## src/rtl/mult_share_pkg.sv

```systemverilog
// Shared types and the round-robin pick function for the multiplier-sharing controller.
// Sized for the largest supported requester count (16).
package mult_share_pkg;

  localparam int MAX_REQ  = 16;
  localparam int MAX_ID_W = 4;

  typedef enum logic [1:0] {
    IDLE,
    MUL,
    RESP
  } state_t;

  typedef struct packed {
    logic                found;
    logic [MAX_ID_W-1:0] idx;
  } pick_t;

  // Circular search from ptr over the first n requesters; the first set valid bit wins.
  function automatic pick_t rr_pick(input logic [MAX_REQ-1:0]  valid,
                                    input logic [MAX_ID_W-1:0] ptr,
                                    input int                  n);
    pick_t r;
    int    k;
    r.found = 1'b0;
    r.idx   = '0;
    for (int i = 0; i < MAX_REQ; i++) begin
      k = int'(ptr) + i;
      if (k >= n) k = k - n;
      if (i < n && !r.found && valid[k[MAX_ID_W-1:0]]) begin
        r.found = 1'b1;
        r.idx   = k[MAX_ID_W-1:0];
      end
    end
    return r;
  endfunction

endpackage

```

## src/rtl/multiplier.sv

```systemverilog
// Combinational unsigned multiplier; ARCH_TYPE 1 builds a shift-add partial-product
// array, any other value uses the direct operator.
module multiplier #(
  parameter int parallelism = 8,
  parameter int ARCH_TYPE   = 1
) (
  input  logic [parallelism-1:0]   a,
  input  logic [parallelism-1:0]   b,
  output logic [2*parallelism-1:0] product
);

  if (ARCH_TYPE == 1) begin : g_shift_add
    always_comb begin
      product = '0;
      for (int i = 0; i < parallelism; i++) begin
        if (b[i]) product = product + ({{parallelism{1'b0}}, a} << i);
      end
    end
  end else begin : g_direct
    assign product = {{parallelism{1'b0}}, a} * {{parallelism{1'b0}}, b};
  end

endmodule

```

## src/rtl/rr_arbiter.sv

```systemverilog
// Combinational round-robin arbiter; the pointer register lives in the parent.
// Produces a one-hot grant, its index and a found flag.
module rr_arbiter
  import mult_share_pkg::*;
#(
  parameter int NUM_REQ = 4,
  parameter int ID_W    = $clog2(NUM_REQ)
) (
  input  logic [NUM_REQ-1:0] valid,
  input  logic [ID_W-1:0]    ptr,
  output logic [NUM_REQ-1:0] grant,
  output logic [ID_W-1:0]    idx,
  output logic               found
);

  pick_t                pick;
  logic [MAX_REQ-1:0]   valid_ext;
  logic [MAX_ID_W-1:0]  ptr_ext;

  always_comb begin
    valid_ext                = '0;
    valid_ext[NUM_REQ-1:0]   = valid;
    ptr_ext                  = '0;
    ptr_ext[ID_W-1:0]        = ptr;
    pick                     = rr_pick(valid_ext, ptr_ext, NUM_REQ);
    found                    = pick.found;
    idx                      = pick.idx[ID_W-1:0];
    for (int i = 0; i < NUM_REQ; i++) begin
      grant[i] = pick.found && (pick.idx == MAX_ID_W'(i));
    end
  end

endmodule

```

## src/rtl/mult_share_ctrl.sv

```systemverilog
// Shares one combinational multiplier among NUM_REQ requesters: round-robin accept,
// one settle cycle in MUL, then a tagged result held on a valid/ready channel.
module mult_share_ctrl
  import mult_share_pkg::*;
#(
  parameter int parallelism = 8,
  parameter int ARCH_TYPE   = 1,
  parameter int NUM_REQ     = 4,
  parameter int ID_W        = $clog2(NUM_REQ)
) (
  input  logic                           clk,
  input  logic                           rst_n,
  input  logic [NUM_REQ-1:0]             req_valid,
  output logic [NUM_REQ-1:0]             req_ready,
  input  logic [NUM_REQ*parallelism-1:0] req_a,
  input  logic [NUM_REQ*parallelism-1:0] req_b,
  output logic                           res_valid,
  input  logic                           res_ready,
  output logic [ID_W-1:0]                res_id,
  output logic [2*parallelism-1:0]       res_product,
  output logic                           busy
);

  state_t                   state, state_next;
  logic [ID_W-1:0]          ptr, op_id, grant_idx;
  logic [parallelism-1:0]   op_a, op_b;
  logic [2*parallelism-1:0] mul_product;
  logic [NUM_REQ-1:0]       grant;
  logic                     found, accept;
  logic [parallelism-1:0]   a_arr [NUM_REQ];
  logic [parallelism-1:0]   b_arr [NUM_REQ];

  for (genvar i = 0; i < NUM_REQ; i++) begin : g_unpack
    assign a_arr[i] = req_a[i*parallelism +: parallelism];
    assign b_arr[i] = req_b[i*parallelism +: parallelism];
  end

  rr_arbiter #(
    .NUM_REQ (NUM_REQ),
    .ID_W    (ID_W)
  ) u_arb (
    .valid (req_valid),
    .ptr   (ptr),
    .grant (grant),
    .idx   (grant_idx),
    .found (found)
  );

  multiplier #(
    .parallelism (parallelism),
    .ARCH_TYPE   (ARCH_TYPE)
  ) u_mult (
    .a       (op_a),
    .b       (op_b),
    .product (mul_product)
  );

  // Accept is gated by rst_n so req_ready stays low for the whole reset interval.
  always_comb begin
    state_next = state;
    accept     = 1'b0;
    case (state)
      IDLE: begin
        if (found) begin
          accept     = 1'b1;
          state_next = MUL;
        end
      end
      MUL: state_next = RESP;
      RESP: begin
        if (res_ready) begin
          if (found) begin
            accept     = 1'b1;
            state_next = MUL;
          end else begin
            state_next = IDLE;
          end
        end
      end
      default: state_next = IDLE;
    endcase
    if (!rst_n) accept = 1'b0;
    req_ready = accept ? grant : '0;
  end

  always_ff @(posedge clk or negedge rst_n) begin
    if (!rst_n) begin
      state       <= IDLE;
      ptr         <= '0;
      op_a        <= '0;
      op_b        <= '0;
      op_id       <= '0;
      res_product <= '0;
      res_id      <= '0;
    end else begin
      state <= state_next;
      if (accept) begin
        op_a  <= a_arr[grant_idx];
        op_b  <= b_arr[grant_idx];
        op_id <= grant_idx;
        ptr   <= (grant_idx == ID_W'(NUM_REQ - 1)) ? '0 : grant_idx + ID_W'(1);
      end
      if (state == MUL) begin
        res_product <= mul_product;
        res_id      <= op_id;
      end
    end
  end

  assign res_valid = (state == RESP);
  assign busy      = (state != IDLE);

endmodule

```

## config.mk

```make
export PLATFORM = sky130hd
export DESIGN_NAME = mult_share_ctrl
export DESIGN_NICKNAME = d
export VERILOG_FILES = /design/src/rtl/mult_share_pkg.sv /design/src/rtl/multiplier.sv /design/src/rtl/rr_arbiter.sv /design/src/rtl/mult_share_ctrl.sv
export SDC_FILE = /design/constraint.sdc
export NUM_CORES = 1
export LEC_CHECK = 0
export ABC_AREA = 0
export CAP_MARGIN = 20
export CORE_ASPECT_RATIO = 1.4
export CORE_UTILIZATION = 35
export CTS_CLUSTER_SIZE = 16
export DETAILED_ROUTE_END_ITERATION = 16
export DONT_BUFFER_PORTS = 1
export PLACE_DENSITY = 0.52
export SLEW_MARGIN = 40
export SYNTH_ARGS = -nofsm -noshare
export SYNTH_HDL_FRONTEND = slang
export SYNTH_SLANG_ARGS = --single-unit
```

## constraint.sdc

```tcl
create_clock -name clk -period 26.1 [get_ports clk]
set_input_delay 3.915 -clock clk [delete_from_list [all_inputs] [get_ports clk]]
set_output_delay 3.915 -clock clk [all_outputs]
set_load 0.01 [all_outputs]
```

==> impl_metrics.prom, run 1 <==
# TYPE chip_impl_metric gauge
chip_impl_metric{name="r2r_slack",unit="ns"} 16.71
chip_impl_metric{name="grt.overflow.total",unit=""} 0
chip_impl_info{name="worstSetupStartpointType",value="input pin"} 1
chip_impl_metric{name="globalRouteTotalUtil",unit=""} 0.190
chip_impl_metric{name="fmax",unit="MHz"} 105
chip_impl_metric{name="io_pins",unit=""} 95
chip_impl_metric{name="timing.setup.tns",unit="ns"} 0
chip_impl_metric{name="yosysWarnings",unit=""} 0
chip_impl_metric{name="synthesis.nets",unit=""} 794
chip_impl_info{name="setup.worst_path.end_class",value="primary output"} 1
chip_impl_info{name="postSynth.topFlopCell",value="sky130_fd_sc_hd__dfrtp_1"} 1
chip_impl_info{name="yosysTopAreaCell",value="sky130_fd_sc_hd__dfrtp_1"} 1
chip_impl_info{name="critical_path.reg2reg.startpoint",value="op_a[1]$_DFFE_PN0P_"} 1
chip_impl_info{name="status",value="finished, final reports clean"} 1
chip_impl_metric{name="start_util",unit=""} 0.359
chip_impl_metric{name="design.core.area",unit="µm²"} 15100
chip_impl_metric{name="ys_ff_latch",unit=""} 40
chip_impl_metric{name="required_time_of_the_worst_setup_path",unit="ns"} 22.18
chip_impl_metric{name="synthesis.instances",unit=""} 651
chip_impl_info{name="ys_top_cells_by_area",value="sky130_fd_sc_hd__dfrtp_1 (19%), sky130_fd_sc_hd__ha_1 (15%), sky130_fd_sc_hd__mux2i_1 (7.4%), sky130_fd_sc_hd__nand2_1 (5.3%), sky130_fd_sc_hd__o21ai_0 (4.8%)"} 1
chip_impl_metric{name="wl_met2",unit="mm"} 7.48
chip_impl_info{name="hold_path.startpoint",value="op_id[1]$_DFFE_PN0P_"} 1
chip_impl_metric{name="die_area",unit="µm²"} 16000
chip_impl_metric{name="number_of_placement_rows",unit=""} 53
chip_impl_metric{name="clock-sinks",unit=""} 40
chip_impl_metric{name="viasPerCell",unit=""} 5.67
chip_impl_metric{name="yosys.cell_types.count",unit=""} 68
chip_impl_metric{name="timing_hold_violations_final",unit=""} 0
chip_impl_metric{name="hpwlAfterDp",unit="mm"} 11.4
chip_impl_metric{name="post_cts.repair.setup_buffers",unit=""} 0
chip_impl_metric{name="n_antenna_cell",unit=""} 0
chip_impl_info{name="worst_hold_path_type",value="flip-flop to flip-flop"} 1
chip_impl_info{name="worst_hold_path.endpoint",value="res_id[1]$_DFFE_PN0N_"} 1
chip_impl_metric{name="areaGrowthSynthToFinish",unit="%"} 4.61
chip_impl_info{name="cts_root_buffer",value="sky130_fd_sc_hd__clkbuf_16"} 1
chip_impl_metric{name="routabilityCongestion",unit=""} 0.828
chip_impl_metric{name="clk_latency",unit="ns"} 0.29
chip_impl_metric{name="cts_hold_buffers",unit=""} 0
chip_impl_metric{name="fp.dieW",unit="µm"} 107
chip_impl_metric{name="routedLengthMet1",unit="mm"} 6.08
chip_impl_metric{name="synth_edf_count",unit=""} 0
chip_impl_metric{name="detail_route.iter0.violations",unit=""} 220
chip_impl_metric{name="ys_seq_area_frac",unit=""} 0.185
chip_impl_metric{name="timing.critical_path.arrival",unit="ns"} 5.59
chip_impl_info{name="setup.worst_path.class",value="input pin to primary output"} 1
chip_impl_metric{name="worst_reg2reg_path_depth",unit=""} 42
chip_impl_metric{name="clock_skew",unit="ns"} 0.00505
chip_impl_metric{name="maximum_number_of_pins_on_one_net_before_global_route_repair",unit=""} 42
chip_impl_metric{name="hold-path-cell-count",unit=""} 2
chip_impl_metric{name="worstMarginPinSlew",unit="ns"} 0.717
chip_impl_metric{name="dr_total_vias",unit=""} 4676
chip_impl_metric{name="ctsResizeCount",unit=""} 0
chip_impl_metric{name="finalSetupViolations",unit=""} 0
chip_impl_metric{name="final_ant_viol_nets",unit=""} 0
chip_impl_metric{name="grt_pass1_wl",unit="mm"} 23.9
chip_impl_metric{name="number_of_violations_of_the_max_capacitance_limit",unit=""} 0
chip_impl_metric{name="remaining_drc_errors",unit=""} 0
chip_impl_metric{name="synth_largest_type_area_fraction",unit=""} 0.185
chip_impl_metric{name="worst_slew_margin_rel",unit=""} 0.522
chip_impl_metric{name="grt_pass1_vias",unit=""} 4742
chip_impl_metric{name="cts_buffer_depth",unit=""} 2
chip_impl_metric{name="synth_area",unit="µm²"} 5410
chip_impl_metric{name="detailroute.wirelength.met3",unit="µm"} 534
chip_impl_metric{name="htree_num_levels",unit=""} 2
chip_impl_metric{name="dieHeight",unit="µm"} 149
chip_impl_metric{name="routed_wire_length_per_instance",unit="µm"} 17.6
chip_impl_metric{name="clk_slew_on_worst_s_h_paths",unit="ns"} 0.06
chip_impl_info{name="route.top_layer_used",value="met4"} 1
chip_impl_metric{name="avgSynthCellArea",unit="µm²"} 8.30
chip_impl_info{name="unrepaired_setup_endpoints_after_global_routing",value="false"} 1
chip_impl_metric{name="async_flop_share",unit=""} 1.00
chip_impl_metric{name="crit_fanout",unit=""} 36
chip_impl_info{name="tritoncts",value="built"} 1
chip_impl_metric{name="buffer_ports.inserted",unit=""} 0
chip_impl_metric{name="drive_above_1_share",unit=""} 0.0932
chip_impl_metric{name="finalCritPeriodShare",unit=""} 0.364
chip_impl_metric{name="totalWireLength",unit="mm"} 14.5
chip_impl_metric{name="grt_antenna_before_repair",unit=""} 0
chip_impl_info{name="r2r-end",value="res_product[13]$_DFFE_PN0N_"} 1
chip_impl_metric{name="post_layout_nets",unit=""} 775
chip_impl_metric{name="finalMaxSlewViolations",unit=""} 0
chip_impl_metric{name="cts_inserted_buffers",unit=""} 5
chip_impl_metric{name="drtPass1Iterations",unit=""} 4
chip_impl_metric{name="fin_crit",unit="ns"} 9.50
==> flip-flops by register name, summed over array words and instances (netlist names) <==
name         count
res_id           2
ptr              2
op_b             8
op_a             8
op_id            2
state            2
res_product     16
==> synth_stat cells (all sizes together) (10+ instances only) <==
master	count
inv	34
nor3	10
ha	65
o21a	10
xnor2	18
nor2	39
o21ai	62
a21o	15
mux2i	41
dfrtp	40
clkbuf	21
mux2	24
nand2	76
xor2	13
a21oi	42
nand3	10
nand2b	11
nor2b	10
==> critical path, cell delays in order <==
cell	delay, ns
sky130_fd_sc_hd__or3_4	0.36
sky130_fd_sc_hd__o211ai_1	0.24
sky130_fd_sc_hd__buf_4	0.51
sky130_fd_sc_hd__inv_1	0.16
sky130_fd_sc_hd__ha_1	0.24
sky130_fd_sc_hd__and2_1	0.17
==> metrics by stage <==
stage,hold slack (ns),cells,setup WS (ns),utilization,instance area [µm²]
finish,0.477,825,16.60,0.376,5660
global route,0.508,825,16.04,0.376,5660
CTS,0.488,825,16.60,0.376,5660
detailed placement,0.474,817,16.61,0.365,5500
global placement,0.464,817,16.63,0.365,5500
floorplan,0.439,651,16.62,-,5410
==> routing by layer <==
metal / vias to the layer above / GRT usage
met2: 117 / 0.344
met1: 2218 / 0.228
met3: 24 / 0.0183
li1: 2317 / -
met4: 0 / 0.0747
met5: - / 0
==> layout make-up <==
cell class                 count  area [µm²]
multi-input combinational    546        4100
sequential                    40        1000
fill                        1535        9400
clock inverter                 2        15.0
clock buffer                   6         139
timing repair buffer           4        30.0
inverter                      35         131
tap                          192         240
==> kinds of logic after synthesis <==
group / count (synthesis) / synth area share
adder cells (fa/ha/maj): 72 / 0.176
AND/OR/NAND/NOR: 182 / 0.156
flip-flops: 40 / 0.185
AO/OA/AOI/OAI: 195 / 0.238
buffers and inverters: 65 / 0.0572
XOR/XNOR: 31 / 0.0502
multiplexers: 66 / 0.137
==> placed cells by master (no fill, tap or decap), types with 4 or more instances in the layout <==
| cell | n |
|---|---|
| sky130_fd_sc_hd__a211oi_1 | 4 |
| sky130_fd_sc_hd__a21o_1 | 15 |
| sky130_fd_sc_hd__a21oi_1 | 42 |
| sky130_fd_sc_hd__a221o_1 | 5 |
| sky130_fd_sc_hd__a221oi_1 | 4 |
| sky130_fd_sc_hd__a31oi_1 | 6 |
| sky130_fd_sc_hd__and2_1 | 9 |
| sky130_fd_sc_hd__buf_4 | 4 |
| sky130_fd_sc_hd__clkbuf_16 | 5 |
| sky130_fd_sc_hd__dfrtp_1 | 40 |
| sky130_fd_sc_hd__fa_1 | 7 |
| sky130_fd_sc_hd__ha_1 | 65 |
| sky130_fd_sc_hd__inv_1 | 34 |
| sky130_fd_sc_hd__mux2_2 | 16 |
| sky130_fd_sc_hd__mux2_4 | 8 |
| sky130_fd_sc_hd__mux2i_1 | 40 |
| sky130_fd_sc_hd__nand2_1 | 76 |
| sky130_fd_sc_hd__nand2b_1 | 10 |
| sky130_fd_sc_hd__nand3_1 | 9 |
| sky130_fd_sc_hd__nor2_1 | 39 |
| sky130_fd_sc_hd__nor2b_1 | 10 |
| sky130_fd_sc_hd__nor3_1 | 10 |
| sky130_fd_sc_hd__o211ai_1 | 4 |
| sky130_fd_sc_hd__o21a_1 | 10 |
| sky130_fd_sc_hd__o21ai_0 | 52 |
| sky130_fd_sc_hd__o21ai_2 | 7 |
| sky130_fd_sc_hd__o21bai_1 | 5 |
| sky130_fd_sc_hd__o31ai_1 | 5 |
| sky130_fd_sc_hd__or2_2 | 5 |
| sky130_fd_sc_hd__xnor2_1 | 18 |
| sky130_fd_sc_hd__xor2_1 | 13 |
==> worst max-delay path by stage <==
stage                     depth (start not counted)                start                     endpoint
after floorplan                                   9         req_valid[0]                 req_ready[3]
after global placement                            6         req_valid[0]                 req_ready[0]
after detailed placement                          6         req_valid[0]                 req_ready[2]
after CTS                                         6         req_valid[0]                 req_ready[0]
after global routing                             42  op_a[1]$_DFFE_PN0P_  res_product[13]$_DFFE_PN0N_
final                                             6         req_valid[0]                 req_ready[0]
Power of run 1 is left out: the tool's default activity adds up to more than one toggle a clock period on the data nets, which glitch-free logic cannot reach.
==> run 2, diff against run 1 <==
- PLACE_DENSITY: 0.52 -> 0.54
- clock period: 26.1 -> 8.14 ns (I/O delays scaled with it)
==> impl_metrics.prom, run 2 (synthesis gave the netlist of run 1 again) <==
# TYPE chip_impl_metric gauge
chip_impl_metric{name="remaining_drc_errors",unit=""} 0
chip_impl_info{name="tritoncts",value="built"} 1
chip_impl_metric{name="cts_buffer_depth",unit=""} 2
chip_impl_metric{name="start_util",unit=""} 0.359
chip_impl_metric{name="dr_total_vias",unit=""} 5071
chip_impl_metric{name="detail_route.iter0.violations",unit=""} 184
chip_impl_info{name="final_cell_mix",value="sky130_fd_sc_hd__buf_4 (96), sky130_fd_sc_hd__nand2_1 (73), sky130_fd_sc_hd__ha_1 (47), sky130_fd_sc_hd__mux2i_1 (40), sky130_fd_sc_hd__dfrtp_1 (39)"} 1
chip_impl_metric{name="timing.critical_path.arrival",unit="ns"} 8.27
chip_impl_metric{name="finalMaxSlewViolations",unit=""} 0
chip_impl_metric{name="grt_pass1_wl",unit="mm"} 25.0
chip_impl_metric{name="fp.dieW",unit="µm"} 107
chip_impl_metric{name="clk_slew_on_worst_s_h_paths",unit="ns"} 0.07
chip_impl_metric{name="fmax",unit="MHz"} 124
chip_impl_metric{name="number_of_placement_rows",unit=""} 53
chip_impl_metric{name="drtPass1Iterations",unit=""} 4
chip_impl_info{name="cts_root_buffer",value="sky130_fd_sc_hd__clkbuf_16"} 1
chip_impl_metric{name="crit_fanout",unit=""} 4
chip_impl_metric{name="post_layout_nets",unit=""} 868
chip_impl_info{name="biggestRegsByFlops",value="res_product x16, op_a x8, op_b x8"} 1
chip_impl_metric{name="dieHeight",unit="µm"} 149
chip_impl_metric{name="drive_above_1_share",unit=""} 0.321
chip_impl_metric{name="required_time_of_the_worst_setup_path",unit="ns"} 8.32
chip_impl_info{name="unrepaired_setup_endpoints_after_global_routing",value="true"} 1
chip_impl_metric{name="number_of_violations_of_the_max_capacitance_limit",unit=""} 0
chip_impl_metric{name="timing_hold_violations_final",unit=""} 0
chip_impl_metric{name="n_antenna_cell",unit=""} 0
chip_impl_metric{name="routed_wire_length_per_instance",unit="µm"} 17.1
chip_impl_metric{name="viasPerCell",unit=""} 5.52
chip_impl_metric{name="largest_reg_flops",unit=""} 16
chip_impl_metric{name="globalRouteTotalUtil",unit=""} 0.199
chip_impl_metric{name="utilization",unit=""} 0.456
chip_impl_metric{name="grt_antenna_before_repair",unit=""} 0
chip_impl_metric{name="timing.setup.tns",unit="ns"} 0
chip_impl_metric{name="totalWireLength",unit="mm"} 15.7
chip_impl_metric{name="cts_inserted_buffers",unit=""} 5
chip_impl_metric{name="buffer_ports.inserted",unit=""} 0
chip_impl_metric{name="hpwlAfterDp",unit="mm"} 11.7
chip_impl_info{name="worstSetupStartpointType",value="flip-flop"} 1
chip_impl_info{name="status",value="finished, final reports clean"} 1
chip_impl_metric{name="clock-sinks",unit=""} 40
chip_impl_metric{name="worstMarginPinSlew",unit="ns"} 0.773
chip_impl_info{name="largest_register",value="res_product"} 1
chip_impl_metric{name="fin_crit",unit="ns"} 8.09
chip_impl_metric{name="cpPeakStageDelay",unit="ns"} 0.40
chip_impl_metric{name="finalCritPeriodShare",unit=""} 0.994
chip_impl_info{name="worst_hold_path_type",value="flip-flop to flip-flop"} 1
chip_impl_info{name="cell_with_the_biggest_individual_delay_on_the_critical_path",value="sky130_fd_sc_hd__or3b_4"} 1
chip_impl_metric{name="maximum_number_of_pins_on_one_net_before_global_route_repair",unit=""} 42
chip_impl_metric{name="design.core.area",unit="µm²"} 15100
chip_impl_metric{name="grt_pass1_vias",unit=""} 5175
chip_impl_metric{name="htree_num_levels",unit=""} 2
chip_impl_metric{name="io_pins",unit=""} 95
chip_impl_metric{name="routabilityCongestion",unit=""} 0.846
chip_impl_info{name="setup.worst_path.end_class",value="flip-flop"} 1
chip_impl_metric{name="grt.overflow.total",unit=""} 0
chip_impl_metric{name="worst_slew_margin_rel",unit=""} 0.485
chip_impl_info{name="most_frequent_standard_cell_in_the_layout_excluding_fill_and_tap_cells",value="sky130_fd_sc_hd__buf_4"} 1
chip_impl_metric{name="fillCellCount",unit=""} 1415
chip_impl_metric{name="final_ant_viol_nets",unit=""} 0
chip_impl_metric{name="die_area",unit="µm²"} 16000
chip_impl_metric{name="clock_skew",unit="ns"} 0.00526
chip_impl_metric{name="areaGrowthSynthToFinish",unit="%"} 27.1
chip_impl_metric{name="finalSetupViolations",unit=""} 0
chip_impl_info{name="setup.worst_path.class",value="flip-flop to flip-flop"} 1
chip_impl_metric{name="clk_latency",unit="ns"} 0.29
==> run 2: changes by cell type in the layout (fill, tap and decap cells not counted), sizes merged <==
cell	delta
buf	+93
clkinvlp	-1
clkbuf	-1
inv	+1
bufinv	+1
==> run 2: cell type report <==
cell class / instances / area [µm²] / area share
sequential: 40 / 1000 / 0.146
inverter: 35 / 131 / 0.0191
timing repair buffer: 97 / 732 / 0.107
clock buffer: 5 / 125 / 0.0182
multi-input combinational: 546 / 4590 / 0.668
clock inverter: 3 / 46.3 / 0.00674
tap: 192 / 240 / 0.0350
==> run 2: critical path, delay by kind of cell, from the launching register on <==
kind                       cells  cell delay, ns
AOI/OAI and AO/OA             15            2.58
and+or+nand+nor                8            1.19
adders and majority gates      8            2.09
buffers and inverters          3            0.39
DFF                            1            0.39
xor gates and xnor gates       5            0.74
muxes                          2            0.59
==> run 2: per-layer routing <==
layer	wire (µm)	GRT usage
met5	0	0
met4	585	0.0911
met3	471	0.0183
met2	8290	0.375
met1	6340	0.222
==> run 2: per-stage QoR <==
step           hold slack, ns  setup slack (ns)  cells  area [µm²]
3_3_place_gp            0.456            -0.165    887        6080
2_1_floorplan           0.439            0.0241    651        5470
5_1_grt                 0.508            -0.447    918        6870
3_5_place_dp            0.466            -0.330    887        6080
4_1_cts                 0.475            0.0240    906        6460
6_report                0.472            0.0471    918        6870
==> run 2: what timing repair did <==
item                       in CTS  in global routing
hold endpoints to repair        0                  0
gates resized for setup        35                 66
hold buffers                    0                  0
pin swaps                      13                 36
setup endpoints to repair       6                  6
cloned                          0                  0
setup buffers                  11                 13
==> run 2: path summary, 6_finish.rpt <==
| kind | slack, ns | end | startpoint | cells past startpoint |
|---|---|---|---|---|
| max | 0.05 | res_product[13]$_DFFE_PN0N_ | op_b[0]$_DFFE_PN0P_ | 41 |
| max reg2reg | 0.05 | res_product[13]$_DFFE_PN0N_ | op_b[0]$_DFFE_PN0P_ | 41 |
| min in group asynchronous | 0.62 | res_product[8]$_DFFE_PN0N_ | rst_n | 0 |
| min reg2reg | 0.47 | res_id[1]$_DFFE_PN0N_ | op_id[1]$_DFFE_PN0P_ | 2 |
| max in group asynchronous | 7.41 | op_a[1]$_DFFE_PN0P_ | rst_n | 0 |
| min | 0.47 | res_id[1]$_DFFE_PN0N_ | op_id[1]$_DFFE_PN0P_ | 2 |
Power of run 2 is left out for the same reason.
